### config.mk
export PLATFORM = sky130hd
export DESIGN_NAME = uart_hex_tx
export DESIGN_NICKNAME = d
export VERILOG_FILES = /design/src/rtl/uart_hex_tx.sv
export SDC_FILE = /design/constraint.sdc
export NUM_CORES = 1
export LEC_CHECK = 0
export BUFFER_PORTS_ARGS = -buffer_cell sky130_fd_sc_hd__clkbuf_2
export CELL_PAD_IN_SITES_DETAIL_PLACEMENT = 1
export CELL_PAD_IN_SITES_GLOBAL_PLACEMENT = 2
export CORE_ASPECT_RATIO = 1.75
export CORE_MARGIN = 2
export CORE_UTILIZATION = 34
export CTS_CLUSTER_SIZE = 20
export DETAILED_ROUTE_END_ITERATION = 8
export GPL_TIMING_DRIVEN = 0
export PLACE_DENSITY_LB_ADDON = 0.1
export RECOVER_POWER = 100
export SLEW_MARGIN = 20
export SYNTH_ARGS = -nofsm -noshare
export SYNTH_HDL_FRONTEND = slang
export SYNTH_SLANG_ARGS = --single-unit
### constraint.sdc
create_clock -name clk -period 6.45 [get_ports clk]
set_input_delay 0.645 -clock clk [delete_from_list [all_inputs] [get_ports clk]]
set_output_delay 0.645 -clock clk [all_outputs]
set_load 0.01 [all_outputs]
### src/rtl/uart_hex_tx.sv
`default_nettype none
// ============================================================================
//  Module   : uart_hex_tx
//  Purpose  : Formats a 32-bit value as ASCII hexadecimal text and streams it
//             byte by byte into a uart_tx style valid/ready handshake. The
//             frame is an optional leading '-', DIGITS uppercase hex chars
//             (MS nibble first, leading zeros kept), then an optional CR LF.
//  Ports    : clk       - system clock
//             rstn      - asynchronous active-low reset
//             send      - frame request, sampled only while idle
//             data[31:0]- value to format, latched on an accepted send
//             sign      - prefix frame with '-', latched with data
//             busy      - frame in progress
//             done      - one-cycle pulse after the final byte is accepted
//             tx_start  - byte valid toward uart_tx (equals busy)
//             tx_data   - byte presented toward uart_tx
//             tx_avai   - uart_tx ready; transfer on tx_start & tx_avai
//  Revision : 1.0 - initial release
// ============================================================================
module uart_hex_tx #(
   parameter int DIGITS  = 8,     // 1..8 hex characters per frame
   parameter bit NEWLINE = 1'b1   // append CR LF after the digits
) (
   input  logic        clk,
   input  logic        rstn,
   input  logic        send,
   input  logic [31:0] data,
   input  logic        sign,
   output logic        busy,
   output logic        done,
   output logic        tx_start,
   output logic [7:0]  tx_data,
   input  logic        tx_avai
);

   localparam logic [2:0] c_ST_IDLE = 3'd0;
   localparam logic [2:0] c_ST_SIGN = 3'd1;
   localparam logic [2:0] c_ST_HEX  = 3'd2;
   localparam logic [2:0] c_ST_CR   = 3'd3;
   localparam logic [2:0] c_ST_LF   = 3'd4;

   localparam logic [2:0] c_IDX_INIT = 3'(DIGITS - 1);

   logic [2:0]  state_q, state_d;
   logic [2:0]  idx_q,   idx_d;
   logic [31:0] data_q,  data_d;
   logic        sign_q,  sign_d;
   logic        done_q,  done_d;

   logic [2:0]  w_hex_exit;
   logic [3:0]  w_nibble;
   logic [7:0]  w_ascii;

   // Where the last digit goes: the terminator, or straight back to idle.
   generate
      if (NEWLINE) begin : g_newline
         assign w_hex_exit = c_ST_CR;
      end else begin : g_no_newline
         assign w_hex_exit = c_ST_IDLE;
      end
   endgenerate

   // Selected nibble and its uppercase ASCII code ('0'-'9', 'A'-'F').
   assign w_nibble = 4'(data_q >> {idx_q, 2'b00});
   assign w_ascii  = (w_nibble < 4'd10) ? (8'h30 + {4'h0, w_nibble})
                                        : (8'h37 + {4'h0, w_nibble});

   // ------------------------------------------------------------------------
   // State register
   // ------------------------------------------------------------------------
   always_ff @(posedge clk or negedge rstn) begin
      if (!rstn) begin
         state_q <= c_ST_IDLE;
         idx_q   <= c_IDX_INIT;
         data_q  <= 32'h0;
         sign_q  <= 1'b0;
         done_q  <= 1'b0;
      end else begin
         state_q <= state_d;
         idx_q   <= idx_d;
         data_q  <= data_d;
         sign_q  <= sign_d;
         done_q  <= done_d;
      end
   end

   // ------------------------------------------------------------------------
   // Next-state logic. In every non-idle state tx_start is high, so a
   // handshake is simply tx_avai.
   // ------------------------------------------------------------------------
   always_comb begin
      state_d = state_q;
      idx_d   = idx_q;
      data_d  = data_q;
      sign_d  = sign_q;
      case (state_q)
         c_ST_IDLE: begin
            if (send) begin
               data_d  = data;
               sign_d  = sign;
               idx_d   = c_IDX_INIT;
               state_d = sign ? c_ST_SIGN : c_ST_HEX;
            end
         end
         c_ST_SIGN: begin
            if (tx_avai) state_d = c_ST_HEX;
         end
         c_ST_HEX: begin
            if (tx_avai) begin
               if (idx_q != 3'd0) idx_d   = idx_q - 3'd1;
               else               state_d = w_hex_exit;
            end
         end
         c_ST_CR: begin
            if (tx_avai) state_d = c_ST_LF;
         end
         c_ST_LF: begin
            if (tx_avai) state_d = c_ST_IDLE;
         end
         default: state_d = c_ST_IDLE;
      endcase
      // Completion is any return to idle from a sending state; reset is the
      // only other way back and it clears done_q instead.
      done_d = (state_q != c_ST_IDLE) && (state_d == c_ST_IDLE);
   end

   // ------------------------------------------------------------------------
   // Outputs: decoded from registered state only, never from tx_avai.
   // ------------------------------------------------------------------------
   always_comb begin
      busy     = (state_q != c_ST_IDLE);
      tx_start = busy;
      done     = done_q;
      case (state_q)
         // SIGN is only entered with sign_q set; the gate keeps a corrupted
         // state from ever emitting a spurious '-'.
         c_ST_SIGN: tx_data = sign_q ? 8'h2D : 8'h00;
         c_ST_HEX:  tx_data = w_ascii;
         c_ST_CR:   tx_data = 8'h0D;
         c_ST_LF:   tx_data = 8'h0A;
         default:   tx_data = 8'h00;
      endcase
   end

endmodule
`default_nettype wire

==> key figures <==
Outcome
  – Outcome: finished, violations left
  – Failing checks: max-capacitance violations, max-slew violations

Place
  – Dpl ws: approximately 3500 ps
  – Final Wtd Congestion: 0.744
  – Post-DP HPWL: 3920 um
  – # port buffers: 46

Route
  – TritonRoute pass-1 iters: 4
  – DR WL/cell: 14.3 um
  – M1 wire length: about 2000 um
  – DR top layer: met4
  – DR DRC count: 0
  – Met2 wire len: 2760 um
  – Routed vias: between 1500 and 2000
  – Length of routed met3 wiring: 176 um
  – Initial DRC count: between 40 and 50
  – DRT Wirelength: 5070 um
  – ANT nets after route: 0
  – Vias per Instance: 4.78

Clocking
  – CTS Buffer Depth: 2
  – CTS tree: built
  – Setup bufs post-CTS: 0
  – Post_cts resized: 0
  – Worst-skew pair later-pin latency: 300 ps
  – Root buf cell: clkbuf_8
  – Htree depth: 2
  – CTS buffer count: 5
  – Reg clk slew, reported paths: 80 ps
  – CTS Hold Bufs: 0
  – Clk sink count: 40

Die
  – Die Y: 107 um
  – Initial Util: 0.352
  – Total I/O pin count: 48
  – Chip Width: roughly 63 um
  – Core area: 5880 um2
  – Row cnt: 37
  – Die Footprint: 6750 um2

Layout
  – Commonest non-fill, non-tap cell in the layout: nand2_1
  – Total Nets Final: about 320
  – Finished Core Util: 0.418
  – Share of cells above drive strength 1: 0.232
  – Commonest non-fill, non-tap cells in the layout: nand2_1, clkbuf_2, dfrtp_1
  – Layout area overhead: 18.9%
  – Multi-input logic area: ~950 um2
  – Diodes inserted: 0
  – # fillers: 740
  – Register area: 1000 um2

STA
  – Headroom to the max-slew limit: -0.449
  – Final setup vio count: 0
  – Setup ws final: 2850 ps
  – Final setup TNS: 0 ps
  – Worst slew pin tran: 2170 ps
  – Final worst-path cycle share: 0.558
  – Final worst clock skew: 7.85 ps
  – Unrepaired setup endpoints after global routing: no
  – Tmin final: ~3600 ps
  – Max Slew Vio Count: 41
  – Hold slack: 476 ps
  – Maximum clock frequency: 0.278 GHz
  – Final hold viol count: 0

Yosys
  – Main synth FF type: dfrtp_1
  – Share of the synthesized area in the top cell type: 0.448
  – Mapped Cells: around 220
  – FF+latch count, synth: 40
  – EDFF count, synth: 0
  – Synth warn: 0
  – Cell area after synthesis: 2070 um2
  – Syn_area_per_cell: 9.32 um2
  – Post-synthesis sequential area ratio: 0.486
  – Synth unique cells: 39
  – Largest cells by area after synthesis: dfrtp_1, nand2_1, mux4_2
  – FFs w/ async S/R, synth: 1.00
  – Leading area contributor after synthesis: dfrtp_1
  – Syn Nets: ~260

Hold path
  – Hold wc startpoint: data_q[5]
  – Worst hold path type: flip-flop to flip-flop
  – Worst Hold Endpoint: data_q[5]
  – Hold Path Stages: 2

Critical path
  – Crit-path most repeated cell: clkbuf_1
  – Crit path kind: flip-flop to output port
  – Slowest-stage cell, CP: mux4_1
  – CP max FO: 7
  – WP data arrival: 2950 ps
  – Max stage delay on crit path: 670 ps
  – Reg2Reg Depth: 8
  – Critical-path cell list: clkbuf_1 > mux4_1 > mux2i_1 > ha_1 > a21oi_1 > a31oi_1 > o21ai_1 > clkbuf_1
  – R2r setup slk: 4240 ps
  – Critical R2R Capture: idx_q[2]
  – Crit. End Element: output port
  – Critical Path RT: 5800 ps
  – Setup crit start kind: flip-flop
  – Crit Reg-Reg Startpoint: idx_q[0]

Power
  – P per Cell Area: 508 nW/um2
  – Peak supply drop: between 0.15 and 0.2 mV
  – Leak Pwr: 1.27 nW
  – Total design power: 1.25 mW

Flow run
  – MaxCap Viol Count: 1

Global route
  – First-pass GRT wire length: 8670 um
  – Antenna violations before repair: 0
  – Gr usage total: 0.170
  – GRT overflow: 0
  – Pin count of the biggest net entering global routing: 41
  – Vias in the first global route: between 1500 and 2000
## registers in the layout, summed over array words and instances (netlist names)
signal and cells:
done 1, sign_q 1, idx_q 3, state_q 3, data_q 32
## synth_stat cells, types with 2 or more instances
library cell and n:
nor2b_1 5, clkinv_1 2, mux4_1 2, a21oi_1 5, clkbuf_1 2, buf_4 3
ha_1 3, mux4_2 6, nor2_1 7, mux2i_4 2, nand3_1 2, xor2_1 2
dfrtp_1 37, nor3_1 2, buf_2 8, dfstp_2 3, o21ai_1 5, nand2_1 105
## cell type report
class / count / area share
sequential: 40 / 0.408
multi-input combinational: 164 / 0.385
timing repair buffer: 46 / 0.0905
tap: 78 / 0.0397
clock buffer: 6 / 0.0295
buffer: 14 / 0.0259
clock inverter: 2 / 0.0142
inverter: 4 / 0.00712
## routing by layer
layer,vias up,global-route usage
met5,-,0
met3,7,0.0357
met2,38,0.302
met4,0,0.0619
met1,821,0.200
li1,826,-
## worst max-delay path: cells and delay by family (launching register included)
family	cells	cell delay [ps]
multiplexers	2	960
buffers and inverters	2	630
flip-flops	1	520
AO/OA/AOI/OAI	3	310
adder cells (fa/ha/maj)	1	250
## per-stage QoR
| stage | cells | instance area (um2) |
|---|---|---|
| floorplan | 222 | 2070 |
| global placement | 346 | 2400 |
| detailed placement | 346 | 2400 |
| CTS | 354 | 2500 |
| global route | 354 | 2460 |
| finish | 354 | 2460 |
## report_power, final
group,switching (mW),internal (mW)
clock network,0.0888,0.115
logic,0.356,0.270
registers,0.0553,0.365
## how the worst max path moves through the flow
stage | startpoint | cells past startpoint | endpoint
2_1_floorplan | idx_q[0] | 6 | tx_data[1]
3_3_place_gp | idx_q[0] | 8 | tx_data[2]
3_5_place_dp | idx_q[0] | 8 | tx_data[2]
4_1_cts | idx_q[0] | 8 | tx_data[2]
5_1_grt | idx_q[0] | 8 | tx_data[2]
6_report | idx_q[0] | 8 | tx_data[2]
## logic make-up after synthesis
logic type / share of synthesized area
buffers and inverters: 0.0478
AND/OR/NAND/NOR: 0.241
multiplexers: 0.126
XOR/XNOR: 0.0127
other: 0.00181
adder cells (fa/ha/maj): 0.0182
AO/OA/AOI/OAI: 0.0665
flip-flops: 0.486
(Power assumes the default switching activity.)
